$ cat src/rtl/instr_fetch_if.sv
// Fetch-side bus bundle: the imem request/response pair, the decode handshake,
// the execute redirect and the queue occupancy.
interface instr_fetch_if #(
    parameter int DATA_WIDTH  = 32,
    parameter int QUEUE_DEPTH = 2
);
    localparam int CNT_W = $clog2(QUEUE_DEPTH) + 1;

    logic [DATA_WIDTH-1:0] imem_addr_o;
    logic                  imem_req_o;
    logic [DATA_WIDTH-1:0] imem_instr_i;
    logic                  if_valid_o;
    logic                  if_ready_i;
    logic [DATA_WIDTH-1:0] if_instr_o;
    logic [DATA_WIDTH-1:0] if_pc_o;
    logic                  redirect_i;
    logic [DATA_WIDTH-1:0] redirect_pc_i;
    logic [CNT_W-1:0]      queue_count_o;

    // The fetch unit itself
    modport master (
        output imem_addr_o, imem_req_o, if_valid_o, if_instr_o, if_pc_o, queue_count_o,
        input  imem_instr_i, if_ready_i, redirect_i, redirect_pc_i
    );

    // Its surroundings: imem, decode and execute
    modport slave (
        input  imem_addr_o, imem_req_o, if_valid_o, if_instr_o, if_pc_o, queue_count_o,
        output imem_instr_i, if_ready_i, redirect_i, redirect_pc_i
    );
endinterface

$ cat src/rtl/instr_fetch.sv
// Instruction fetch: PC register driving a combinational imem, plus a small FIFO of
// {pc, instr} pairs handed to decode over valid/ready, flushed on redirect.
module instr_fetch #(
    parameter int                    DATA_WIDTH  = 32,
    parameter logic [DATA_WIDTH-1:0] RESET_PC    = '0,
    parameter int                    QUEUE_DEPTH = 2
) (
    input logic           clk,
    input logic           rst,
    instr_fetch_if.master bus
);
    localparam int                PTR_W   = (QUEUE_DEPTH > 1) ? $clog2(QUEUE_DEPTH) : 1;
    localparam int                CNT_W   = $clog2(QUEUE_DEPTH) + 1;
    localparam logic [CNT_W-1:0]  DEPTH_C = CNT_W'(QUEUE_DEPTH);

    function automatic logic [DATA_WIDTH-1:0] word_align(input logic [DATA_WIDTH-1:0] addr);
        return addr & ~DATA_WIDTH'(3);
    endfunction

    // Wraps silently at the top of the address space
    function automatic logic [DATA_WIDTH-1:0] next_pc(input logic [DATA_WIDTH-1:0] pc);
        return pc + DATA_WIDTH'(4);
    endfunction

    logic [DATA_WIDTH-1:0] pc_p0;
    logic                  push_p0;

    logic [DATA_WIDTH-1:0] pc_mem    [QUEUE_DEPTH];
    logic [DATA_WIDTH-1:0] instr_mem [QUEUE_DEPTH];
    logic [PTR_W-1:0]      wr_ptr;
    logic [PTR_W-1:0]      rd_ptr;
    logic [CNT_W-1:0]      count;
    logic [DATA_WIDTH-1:0] hold_pc_p1;
    logic [DATA_WIDTH-1:0] hold_instr_p1;
    logic                  empty;
    logic                  full;
    logic                  vld_p1;
    logic                  pop_p1;

    assign empty = (count == '0);
    assign full  = (count == DEPTH_C);

    // ---- p1: queue head toward decode; a redirect hides it the same cycle ----
    assign vld_p1 = !empty && !bus.redirect_i;
    assign pop_p1 = vld_p1 && bus.if_ready_i;

    // ---- p0: fetch request; a full queue still accepts when its head leaves ----
    assign push_p0 = !rst && !bus.redirect_i && (!full || pop_p1);

    always_ff @(posedge clk or posedge rst) begin
        if (rst) begin
            pc_p0         <= RESET_PC;
            wr_ptr        <= '0;
            rd_ptr        <= '0;
            count         <= '0;
            hold_pc_p1    <= '0;
            hold_instr_p1 <= '0;
        end else if (bus.redirect_i) begin
            pc_p0  <= word_align(bus.redirect_pc_i);
            wr_ptr <= '0;
            rd_ptr <= '0;
            count  <= '0;
        end else begin
            if (push_p0) begin
                pc_p0  <= next_pc(pc_p0);
                wr_ptr <= wr_ptr + PTR_W'(1);
            end
            if (pop_p1) begin
                rd_ptr        <= rd_ptr + PTR_W'(1);
                hold_pc_p1    <= pc_mem[rd_ptr];
                hold_instr_p1 <= instr_mem[rd_ptr];
            end
            case ({push_p0, pop_p1})
                2'b10:   count <= count + CNT_W'(1);
                2'b01:   count <= count - CNT_W'(1);
                default: count <= count;
            endcase
        end
    end

    // Storage is only ever read while count says the slot is live, so it carries no reset
    always_ff @(posedge clk) begin
        if (push_p0) begin
            pc_mem[wr_ptr]    <= pc_p0;
            instr_mem[wr_ptr] <= bus.imem_instr_i;
        end
    end

    assign bus.imem_addr_o   = pc_p0;
    assign bus.imem_req_o    = push_p0;
    assign bus.if_valid_o    = vld_p1;
    assign bus.if_pc_o       = empty ? hold_pc_p1    : pc_mem[rd_ptr];
    assign bus.if_instr_o    = empty ? hold_instr_p1 : instr_mem[rd_ptr];
    assign bus.queue_count_o = count;
endmodule

$ cat src/flat_wrapper.sv
// flat-port wrapper written by rule: the top's interface ports become plain ports
module instr_fetch_flat 
#(
    parameter int                    DATA_WIDTH  = 32,
    parameter logic [DATA_WIDTH-1:0] RESET_PC    = '0,
    parameter int                    QUEUE_DEPTH = 2
)
  (clk, rst, bus_imem_addr_o, bus_imem_req_o, bus_if_valid_o, bus_if_instr_o, bus_if_pc_o, bus_queue_count_o, bus_imem_instr_i, bus_if_ready_i, bus_redirect_i, bus_redirect_pc_i);
  instr_fetch_if #(.DATA_WIDTH(DATA_WIDTH), .QUEUE_DEPTH(QUEUE_DEPTH)) bus_i ();
  input logic clk;
  input logic rst;
  output wire logic [$bits(bus_i.imem_addr_o)-1:0] bus_imem_addr_o;
  output wire logic [$bits(bus_i.imem_req_o)-1:0] bus_imem_req_o;
  output wire logic [$bits(bus_i.if_valid_o)-1:0] bus_if_valid_o;
  output wire logic [$bits(bus_i.if_instr_o)-1:0] bus_if_instr_o;
  output wire logic [$bits(bus_i.if_pc_o)-1:0] bus_if_pc_o;
  output wire logic [$bits(bus_i.queue_count_o)-1:0] bus_queue_count_o;
  input wire logic [$bits(bus_i.imem_instr_i)-1:0] bus_imem_instr_i;
  input wire logic [$bits(bus_i.if_ready_i)-1:0] bus_if_ready_i;
  input wire logic [$bits(bus_i.redirect_i)-1:0] bus_redirect_i;
  input wire logic [$bits(bus_i.redirect_pc_i)-1:0] bus_redirect_pc_i;
  assign bus_imem_addr_o = bus_i.imem_addr_o;
  assign bus_imem_req_o = bus_i.imem_req_o;
  assign bus_if_valid_o = bus_i.if_valid_o;
  assign bus_if_instr_o = bus_i.if_instr_o;
  assign bus_if_pc_o = bus_i.if_pc_o;
  assign bus_queue_count_o = bus_i.queue_count_o;
  assign bus_i.imem_instr_i = bus_imem_instr_i;
  assign bus_i.if_ready_i = bus_if_ready_i;
  assign bus_i.redirect_i = bus_redirect_i;
  assign bus_i.redirect_pc_i = bus_redirect_pc_i;
  instr_fetch #(.DATA_WIDTH(DATA_WIDTH), .RESET_PC(RESET_PC), .QUEUE_DEPTH(QUEUE_DEPTH)) u_core (.clk(clk), .rst(rst), .bus(bus_i));
endmodule
$ cat config.mk
export PLATFORM = sky130hd
export DESIGN_NAME = instr_fetch_flat
export DESIGN_NICKNAME = d
export VERILOG_FILES = /design/src/rtl/instr_fetch_if.sv /design/src/rtl/instr_fetch.sv /design/src/flat_wrapper.sv
export SDC_FILE = /design/constraint.sdc
export NUM_CORES = 1
export LEC_CHECK = 0
export BUFFER_PORTS_ARGS = -buffer_cell sky130_fd_sc_hd__buf_2
export CAP_MARGIN = 20
export CORE_ASPECT_RATIO = 0.9
export CORE_MARGIN = 5
export CORE_UTILIZATION = 25
export CTS_BUF_LIST = sky130_fd_sc_hd__clkbuf_4
export DETAILED_ROUTE_END_ITERATION = 10
export GPL_TIMING_DRIVEN = 0
export PLACE_DENSITY = 0.43
export SLEW_MARGIN = 20
export SYNTH_ARGS = -nofsm -noshare
export SYNTH_HDL_FRONTEND = slang
export SYNTH_SLANG_ARGS = --single-unit
$ cat constraint.sdc
create_clock -name clk -period 11.49 [get_ports clk]
set_input_delay 0.5745 -clock clk [delete_from_list [all_inputs] [get_ports clk]]
set_output_delay 0.5745 -clock clk [all_outputs]
set_load 0.02 [all_outputs]
==> results of run 1 <==
==> state kept, by name, summed over array words and instances (netlist names) <==
| register | cells |
|---|---|
| u_core.hold_pc_p1 | 30 |
| u_core.bus.queue_count_o | 2 |
| u_core.pc_mem | 60 |
| u_core.wr_ptr | 1 |
| u_core.hold_instr_p1 | 32 |
| u_core.rd_ptr | 1 |
| u_core.instr_mem | 64 |
| u_core.bus.imem_addr_o | 30 |
==> where the power goes <==
group	switching [mW]	leakage [nW]	internal (mW)
logic	0.283	1.87	0.146
clock network	0.328	0.508	0.413
registers	0.0598	2.31	0.932
total	0.671	4.69	1.49
==> per-layer routing <==
layer / share of wire (%) / up-vias / GRT usage [%]
met1: 48 / 3390 / 18.7
met2: 44 / 214 / 20.8
met5: 0 / - / 0
met3: 6.2 / 50 / 3.41
met4: 1.8 / 0 / 3.86
li1: - / 3391 / -
==> synthesized netlist by cell type (4+ instances only) <==
cell type / n
inv_1: 6
nand4_1: 8
a21oi_1: 67
nand2_1: 88
a31oi_1: 16
mux2i_1: 64
dfrtp_1: 96
buf_4: 4
or4_1: 11
clkbuf_1: 40
and4_1: 4
o21ai_0: 75
edfxtp_1: 124
or3_1: 4
nor3_1: 5
xnor2_1: 8
nor2_1: 85
buf_1: 7
nand3_1: 14
o31ai_1: 9
==> kinds of logic after synthesis <==
kind of cell | Yosys count | synth area share (%)
and+or+nand+nor | 234 | 11.4
DFF | 220 | 66.3
AOI/OAI and AO/OA | 188 | 11.5
muxes | 64 | 6.94
buffers and inverters | 61 | 2.83
xor gates and xnor gates | 9 | 0.853
adders and majority gates | 1 | 0.135
other | 1 | 0.0406
==> per-stage QoR <==
stage	setup WS [ns]	util [%]
2_1_floorplan	5.57	-
6_report	7.46	32.4
5_1_grt	7.14	32.4
4_1_cts	7.27	32.4
3_3_place_gp	1.66	29.3
3_5_place_dp	8.09	29.7
==> layout make-up <==
| class | count | area (µm²) | area share (%) |
|---|---|---|---|
| Sequential cell | 220 | 6130 | 52.0 |
| Multi-Input combinational cell | 500 | 2870 | 24.3 |
| Timing Repair Buffer | 186 | 1090 | 9.23 |
| Clock buffer | 107 | 803 | 6.81 |
| Tap cell | 476 | 596 | 5.05 |
| Buffer | 55 | 239 | 2.03 |
| Clock inverter | 8 | 30.0 | 0.255 |
| Inverter | 6 | 27.5 | 0.234 |
| Antenna cell | 3 | 7.51 | 0.0637 |
==> worst paths after layout <==
check                                            startpoint                   endpoint  slack [ns]
worst max-delay path            u_core.bus.queue_count_o[1]            bus_if_pc_o[11]        7.46
min in group asynchronous                               rst  u_core.bus.imem_addr_o[2]        0.23
worst max register to register  u_core.bus.queue_count_o[1]      u_core.hold_pc_p1[30]        8.56
max in group asynchronous                               rst   u_core.hold_instr_p1[10]       10.56
worst min-delay path                   bus_imem_instr_i[14]    u_core.instr_mem[0][14]        0.09
worst min register to register         u_core.hold_pc_p1[9]       u_core.hold_pc_p1[9]        0.48
==> critical path: stages, from the launching register on <==
cell and delay (ns):
dfrtp_1 0.47, or2_2 0.16, clkbuf_1 0.57, clkbuf_1 0.62
buf_1 0.47, a21oi_1 0.25, buf_2 0.22
==> what timing repair did <==
action                     in CTS  in global routing
hold endpoints to repair       25                  4
hold buffers                   15                  2
setup endpoints to repair       0                  0
==> impl_metrics.tcl, run 1 <==
set metrics [dict create \
    status "finished, final reports clean" \
    cp-end-kind "output pin" \
    cts_resized 0 \
    finalSetupTns_ns 0 \
    die-area_um2 40900 \
    drv_slew 0 \
    cts_tree "yes" \
    fill_cells 3797 \
    clock_skew_ns 0.0289 \
    ys_top_cells_by_area "edfxtp_1 (40%), dfrtp_1 (26%), mux2i_1 (6.9%)" \
    dp_hpwl_um 19500 \
    required_ns 10.92 \
    max_cap_violations 0 \
    min_path_cells 1 \
    power.density_nw_per_um2 183 \
    async_reset_ff_share_pct 43.6 \
    numCtsBuffers 61 \
    htreeDepth 2 \
    synth_top_area_share_pct 40.3 \
    ys_types 46 \
    yosysSeqAreaShare_pct 66.3 \
    hold_violations 0 \
    final_cells 1561 \
    rsz0062_at_grt "no" \
    ys_seq_elements 220 \
    critPathMaxFanout 10 \
    cts_root_buf "clkbuf_4" \
    design_area_um2 11800 \
    antenna_found_initial 1 \
    worstSkewPairLatency_ns 0.69 \
    fin_nets 1099 \
    io_buffers 159 \
    fp.dieH_um 192 \
    synth_cells 778 \
    yosysWarnings 0 \
    grt_pass1_vias 7113 \
    wl_um 27900 \
    clock_sinks 220 \
    postRouteAntennaNets 0 \
    dpl.cell_count 1426 \
    start_util_pct 25.4 \
    wire_per_inst_um 17.9 \
    syn_area_per_cell_um2 11.9 \
    post_cts_buffers 0 \
    syn_area_um2 9240 \
    setup_viol 0 \
    clk_pin_slew_ns 0.06 \
    worst_slew_pin_slew_ns 0.961 \
    num_vias 7045 \
    rows 66 \
    remaining_drc_errors 0 \
    final_cell_mix "buf_2 (161), edfxtp_1 (124), clkbuf_4 (107)" \
    crit_type "register to output pin" \
    synth_edf_count 124 \
    startpoint_type "register" \
    slew_headroom_pct 35.9 \
    cp.arrival_ns 3.46 \
    area_growth_pct 27.6 \
    finalCritPeriodShare_pct 35.1 \
    p_leak_nw 4.69 \
    fmaxAchievable_mhz 248 \
    grt_overflow 0 \
    ys.flop_type "edfxtp_1" \
    track_usage_pct 13.4 \
    boundaryPins 168 \
    final_common_cell "buf_2" \
    grt_pass1_wl_um 42600 \
    viasPerCell 4.51 \
    dpl_cell_area_um2 10800 \
    whs_ns 0.0922 \
    core_area_um2 36300 \
    fp.dieW_um 213 \
    drtIter0Drc 335 \
    routabilityCongestion 0.752 \
    hold_path.class "input pin to register" \
    reg2regPathDepth 7 \
    grt_max_degree 65 \
    period_needed_ns 4.03 \
    drive_above_1_share_pct 27.0 \
    yosysTopAreaCell "edfxtp_1" \
    vdd_drop_max_mv 0.0574 \
    clockBufferDepth 3 \
    drtPass1Iterations 4 \
    p_total_mw 2.16 \
]
Note: power is estimated with default switching activity, not from simulation.
==> inputs of run 2 (changes only) <==
--- a/config.mk
+++ b/config.mk
@@ -5,6 +5,7 @@
 export SDC_FILE = /design/constraint.sdc
 export NUM_CORES = 1
 export LEC_CHECK = 0
+export ABC_AREA = 1
 export BUFFER_PORTS_ARGS = -buffer_cell sky130_fd_sc_hd__buf_2
 export CAP_MARGIN = 20
 export CORE_ASPECT_RATIO = 0.9
@@ -13,7 +14,7 @@
 export CTS_BUF_LIST = sky130_fd_sc_hd__clkbuf_4
 export DETAILED_ROUTE_END_ITERATION = 10
 export GPL_TIMING_DRIVEN = 0
-export PLACE_DENSITY = 0.43
+export PLACE_DENSITY = 0.44
 export SLEW_MARGIN = 20
 export SYNTH_ARGS = -nofsm -noshare
 export SYNTH_HDL_FRONTEND = slang
==> constraint.sdc (replaced) <==
create_clock -name clk -period 3.3 [get_ports clk]
set_input_delay 0.165 -clock clk [delete_from_list [all_inputs] [get_ports clk]]
set_output_delay 0.165 -clock clk [all_outputs]
set_load 0.02 [all_outputs]
==> run 2 against run 1 <==
Compared with the run above: clock skew rose by 0.0024 ns; total power rose to 4.4 times the previous value; first-iteration DRC count shrank 6.9%; sequential power rose to 3.8 times the previous value; setup slack worse by 7.0 ns; largest power group unchanged; highest routed layer unchanged; critical endpoint is now bus_if_pc_o[10]; combinational power rose to 7.0 times the previous value.
==> impl_metrics.tcl, run 2 <==
set metrics [dict create \
    status "finished, final reports clean" \
    rr_startpoint "u_core.bus.queue_count_o[0]" \
    ys_types 40 \
    syn_area_um2 10200 \
    synth_top_family_by_area "simple AND/OR/NAND/NOR gates" \
    io_buffers 160 \
    cp.arrival_ns 2.72 \
    yosysMostFrequentCell "nand2_1" \
    clock_sinks 220 \
    ff2ff_setup_slack_ns 1.02 \
    hold_violations 0 \
    clk_pin_slew_ns 0.05 \
    track_usage_pct 13.9 \
    die-area_um2 45000 \
    vdd_drop_max_mv 0.206 \
    cts_resized 0 \
    fp.dieH_um 202 \
    startpoint_type "register" \
    clock_skew_ns 0.0313 \
    htreeDepth 3 \
    synthTopCellsByCount "nand2_1 (275), o21ai_0 (137), edfxtp_1 (124)" \
    fin_nets 1389 \
    dp_hpwl_um 22200 \
    final_cell_mix "nand2_1 (275), buf_2 (178), o21ai_0 (137)" \
    ys.flop_type "edfxtp_1" \
    yosysWarnings 0 \
    yosysSeqAreaShare_pct 59.9 \
    drtIter0Drc 312 \
    drv_slew 0 \
    final_common_cell "nand2_1" \
    worstSkewPairLatency_ns 0.70 \
    remaining_drc_errors 0 \
    largest_reg_flops 64 \
    synth_top_area_share_pct 36.4 \
    async_reset_ff_share_pct 43.6 \
    numCtsBuffers 68 \
    slew_headroom_pct 63.1 \
    grt_pass1_vias 8346 \
    rows 70 \
    viasPerCell 4.19 \
    synth-simple-area-share_pct 17.7 \
    drive_above_1_share_pct 30.7 \
    core_area_um2 40600 \
    fp.dieW_um 223 \
    critPathMaxFanout 10 \
    wire_per_inst_um 16.3 \
    p_leak_nw 5.77 \
    r2r-end "u_core.pc_mem[0][29]" \
    antenna_found_initial 1 \
    fill_cells 4237 \
    rsz0062_at_grt "no" \
    grt_pass1_wl_um 48300 \
    start_util_pct 25.2 \
    fmaxAchievable_mhz 347 \
    post_cts_buffers 0 \
    synth_mux_area_share_pct 6.83 \
    ys_top_cells_by_area "edfxtp_1 (36%), dfrtp_1 (24%), nand2_1 (10%)" \
    clockBufferDepth 3 \
    reg.largest.list "u_core.instr_mem: 64 flops, u_core.pc_mem: 60 flops, u_core.hold_instr_p1: 32 flops" \
    top_register "u_core.instr_mem" \
    finalSetupTns_ns 0 \
    drtPass1Iterations 5 \
    max_cap_violations 0 \
    design_area_um2 13400 \
    ys_seq_elements 220 \
    reg2regPathDepth 11 \
    power.density_nw_per_um2 714 \
    synth_compound_area_share_pct 7.99 \
    hold_path.class "input pin to async pin" \
    cp-end-kind "output pin" \
    boundaryPins 168 \
    num_vias 8022 \
    setup_viol 0 \
    final_cells 1914 \
    whs_ns 0.0865 \
    p_total_mw 9.59 \
    grt_max_degree 64 \
    synth_cells 1015 \
    worst_slew_pin_slew_ns 0.553 \
    syn_area_per_cell_um2 10.1 \
    grt_overflow 0 \
    period_needed_ns 2.88 \
    yosysTopAreaCell "edfxtp_1" \
    area_growth_pct 31.5 \
    cts_root_buf "clkbuf_4" \
    dpl_cell_area_um2 11900 \
    crit_start "u_core.bus.queue_count_o[0]" \
    dpl.cell_count 1723 \
    cts_tree "yes" \
    synthAdderAreaFrac_pct 0.122 \
    required_ns 3.13 \
    finalCritPeriodShare_pct 87.3 \
    synth_edf_count 124 \
    wl_um 31300 \
    routabilityCongestion 0.819 \
    synth_xor_area_share_pct 0.600 \
    crit_type "register to output pin" \
    postRouteAntennaNets 0 \
]
-- run 2: worst max-delay path by stage --
stage,endpoint,slack (ns),cells after the start
after floorplan,u_core.instr_mem[1][0],0.14,7
after global placement,u_core.hold_pc_p1[24],-1.37,2
after detailed placement,u_core.instr_mem[0][22],0.97,11
after CTS,bus_if_pc_o[8],0.23,7
after global routing,bus_if_pc_o[8],0.17,7
final,bus_if_pc_o[10],0.42,7
-- run 2: layer usage --
| metal | track usage (%) | share of wire, % | up-vias |
|---|---|---|---|
| met5 | 0 | 0 | - |
| met4 | 5.21 | 2.1 | 0 |
| met3 | 3.25 | 4.7 | 43 |
| met2 | 22.2 | 46 | 206 |
| met1 | 18.3 | 47 | 3774 |
| li1 | - | - | 3999 |
-- run 2: timing repair --
item | in CTS | in global routing
hold buffers | 67 | 0
setup endpoints to repair | 0 | 0
endpoints found under the hold margin | 193 | 0
-- run 2: report_power, final --
part / internal, mW / switching [mW] / total (mW)
registers: 3.50 / 0.296 / 3.80
clock network: 1.60 / 1.20 / 2.80
logic: 0.995 / 2.00 / 3.00
-- run 2: critical path: stages, from the launching register on --
cell	delay [ns]
dfrtp_1	0.45
nor2_2	0.08
inv_1	0.33
buf_2	0.34
buf_2	0.28
nand2_1	0.07
o21ai_0	0.21
buf_2	0.27
-- run 2: per-stage QoR --
stage | setup WS [ns] | utilization (%)
after floorplan | 0.136 | -
after global placement | -1.37 | 28.9
after detailed placement | 0.968 | 29.2
after CTS | 0.226 | 33.1
after global routing | 0.166 | 33.1
final | 0.420 | 33.1
-- run 2: area by class of cell --
| cell class | instances | area, µm² | area share [%] |
|---|---|---|---|
| Timing Repair Buffer | 232 | 1600 | 11.9 |
| Clock inverter | 11 | 71.3 | 0.531 |
| Inverter | 107 | 417 | 3.10 |
| Antenna cell | 1 | 2.50 | 0.0186 |
| Tap cell | 540 | 676 | 5.03 |
| Multi-Input combinational cell | 643 | 3420 | 25.4 |
| Buffer | 48 | 287 | 2.13 |
| Clock buffer | 112 | 841 | 6.26 |
| Sequential cell | 220 | 6130 | 45.6 |
-- run 2: cells by family after synthesis --
kind of cell,after synthesis
fa+ha+maj,1
buf+inv,155
other cells,1
mux,62
xor+xnor,7
flops,220
simple gates,417
compound gates,152
==> inputs of run 3 (changes only) <==
--- a/config.mk
+++ b/config.mk
@@ -8,13 +8,13 @@
 export ABC_AREA = 1
 export BUFFER_PORTS_ARGS = -buffer_cell sky130_fd_sc_hd__buf_2
 export CAP_MARGIN = 20
-export CORE_ASPECT_RATIO = 0.9
 export CORE_MARGIN = 5
 export CORE_UTILIZATION = 25
 export CTS_BUF_LIST = sky130_fd_sc_hd__clkbuf_4
 export DETAILED_ROUTE_END_ITERATION = 10
 export GPL_TIMING_DRIVEN = 0
 export PLACE_DENSITY = 0.44
+export RECOVER_POWER = 50
 export SLEW_MARGIN = 20
 export SYNTH_ARGS = -nofsm -noshare
 export SYNTH_HDL_FRONTEND = slang
==> run 3 against run 2 <==
Compared with the run above: the flow now finishes with violations (capacitance limit, slew limit); sequential cell count did not move; routed wire length is 3.8% higher; clock power decreased by 5%; sequential share of layout area is 0.57 points higher; global-route usage up 0.49 points; cell area is 1.2% lower; fmax fell by 0.42%; first-iteration DRC count shrank 0.64%; largest power group unchanged; critical path depth stayed put; via count grew 1.8%; register-to-register slack lost 0.20 ns; critical endpoint is now bus_if_pc_o[12]; non-clock buffer count up 1.
==> impl_metrics.tcl, run 3 (synthesized netlist as in run 2, its figures left out) <==
set metrics [dict create \
    dpl_cell_area_um2 11800 \
    fin_util_pct 32.7 \
    start_util_pct 25.1 \
    remaining_drc_errors 0 \
    clockBufferDepth 3 \
    worst_slew_pin_slew_ns 1.83 \
    top_register "u_core.instr_mem" \
    grt_max_degree 64 \
    design_area_um2 13300 \
    reg.largest.list "u_core.instr_mem: 64 flops, u_core.pc_mem: 60 flops, u_core.hold_instr_p1: 32 flops" \
    fill_cells 4238 \
    power.density_nw_per_um2 712 \
    drtPass1Iterations 4 \
    grt_overflow 0 \
    rr_startpoint "u_core.bus.queue_count_o[0]" \
    antenna_found_initial 1 \
    boundaryPins 168 \
    drive_above_1_share_pct 26.9 \
    rsz0062_at_grt "no" \
    rows 74 \
    startpoint_type "register" \
    vdd_drop_max_mv 0.197 \
    cp-end-kind "output pin" \
    dp_hpwl_um 22600 \
    htreeDepth 3 \
    worstSkewPairLatency_ns 0.74 \
    numCtsBuffers 66 \
    multi_input_area_um2 3400 \
    clock_sinks 220 \
    grt_use_met1_pct 18.7 \
    grt_pass1_vias 8478 \
    max_cap_violations 1 \
    routabilityCongestion 0.797 \
    drtIter0Drc 310 \
    setup_viol 0 \
    regArea_um2 6130 \
    fp.dieH_um 212 \
    wire_per_inst_um 17.1 \
    largest_reg_flops 64 \
    grt_util_met2_pct 23.3 \
    hold_path.class "input pin to register" \
    final_cell_mix "nand2_1 (277), buf_2 (148), o21ai_0 (137)" \
    final_common_cell "nand2_1" \
    crit_start "u_core.bus.queue_count_o[0]" \
    finalCritPeriodShare_pct 87.6 \
    post_cts_buffers 0 \
    core_area_um2 40600 \
    clk_pin_slew_ns 0.06 \
    grt_pass1_wl_um 49000 \
    num_vias 8167 \
    clock_skew_ns 0.0563 \
    io_buffers 160 \
    wl_um 32500 \
    top_usage_layer "met2" \
    cts_root_buf "clkbuf_4" \
    area_growth_pct 29.9 \
    slew_headroom_pct -22.9 \
    track_usage_pct 14.3 \
    die-area_um2 45000 \
    min_from "bus_imem_instr_i[8]" \
    cp.arrival_ns 2.73 \
    postRouteAntennaNets 0 \
    fin_nets 1388 \
    viasPerCell 4.29 \
    critPathMaxFanout 10 \
    status "finished with violations" \
    period_needed_ns 2.89 \
    required_ns 3.13 \
    crit_type "register to output pin" \
    p_leak_nw 5.60 \
    cts_tree "yes" \
    hold_violations 0 \
    whs_ns 0.174 \
    violations "capacitance limit, slew limit" \
    fp.dieW_um 212 \
    drv_slew 34 \
    use_met3_pct 3.44 \
    fmaxAchievable_mhz 346 \
]
## run 3: changes by cell type in the layout (fill, tap and decap cells not counted), moves of 5 or more
cell,delta
clkbuf_1,+36
buf_2,-30
clkbuf_4,-14
clkinv_1,+8
buf_4,-5
## run 3: layout make-up
cell class                 count  share of cell area, %
antenna                        1                 0.0189
sequential                   220                   46.1
multi-input combinational    643                   25.6
buffer                        48                   1.96
clock buffer                  98                   5.54
tap                          532                   5.01
inverter                     107                   3.10
clock inverter                21                  0.829
timing repair buffer         233                   11.8
## run 3: worst paths after layout
kind	to	slack, ns	cells past startpoint
max	bus_if_pc_o[12]	0.41	7
min	u_core.instr_mem[1][8]	0.17	2
max reg2reg	u_core.instr_mem[0][17]	0.82	11
min reg2reg	u_core.hold_pc_p1[11]	0.54	2
max in group asynchronous	u_core.hold_pc_p1[20]	1.16	5
min in group asynchronous	u_core.wr_ptr	1.10	4
## run 3: report_power, final
part	leakage, nW	internal, mW	switching (mW)
Clock	0.505	1.44	1.23
Combinational	2.78	0.974	2.01
Sequential	2.32	3.50	0.303
Total	5.60	5.91	3.54
## run 3: timing repair
action                    in CTS  in global routing
gates resized for setup        0                  0
hold endpoints to repair     193                  0
hold buffers                  68                  0
## run 3: metal layers
metal / share of wire (%) / wire length [µm]
met3: 5.3 / 1730
met1: 46 / 14800
met4: 2.0 / 638
met5: 0 / 0
met2: 47 / 15300
## run 3: worst max-delay path, cell delays in order (launching register included)
cell and delay [ns]:
dfrtp_1 0.47, nor2_2 0.06, inv_1 0.37, buf_2 0.36, buf_2 0.28, nand2_1 0.07, o21ai_0 0.17, buf_2 0.25
## run 3: through the flow
step,std cells,TNS (ns),total power [mW],setup slack [ns]
2_1_floorplan,1018,0,5.67,0.136
3_3_place_gp,1710,-254.77,6.82,-1.39
3_5_place_dp,1715,0,6.87,0.864
4_1_cts,1902,0,9.69,0.139
5_1_grt,1903,0,10.1,0.0770
6_report,1903,0,9.46,0.408
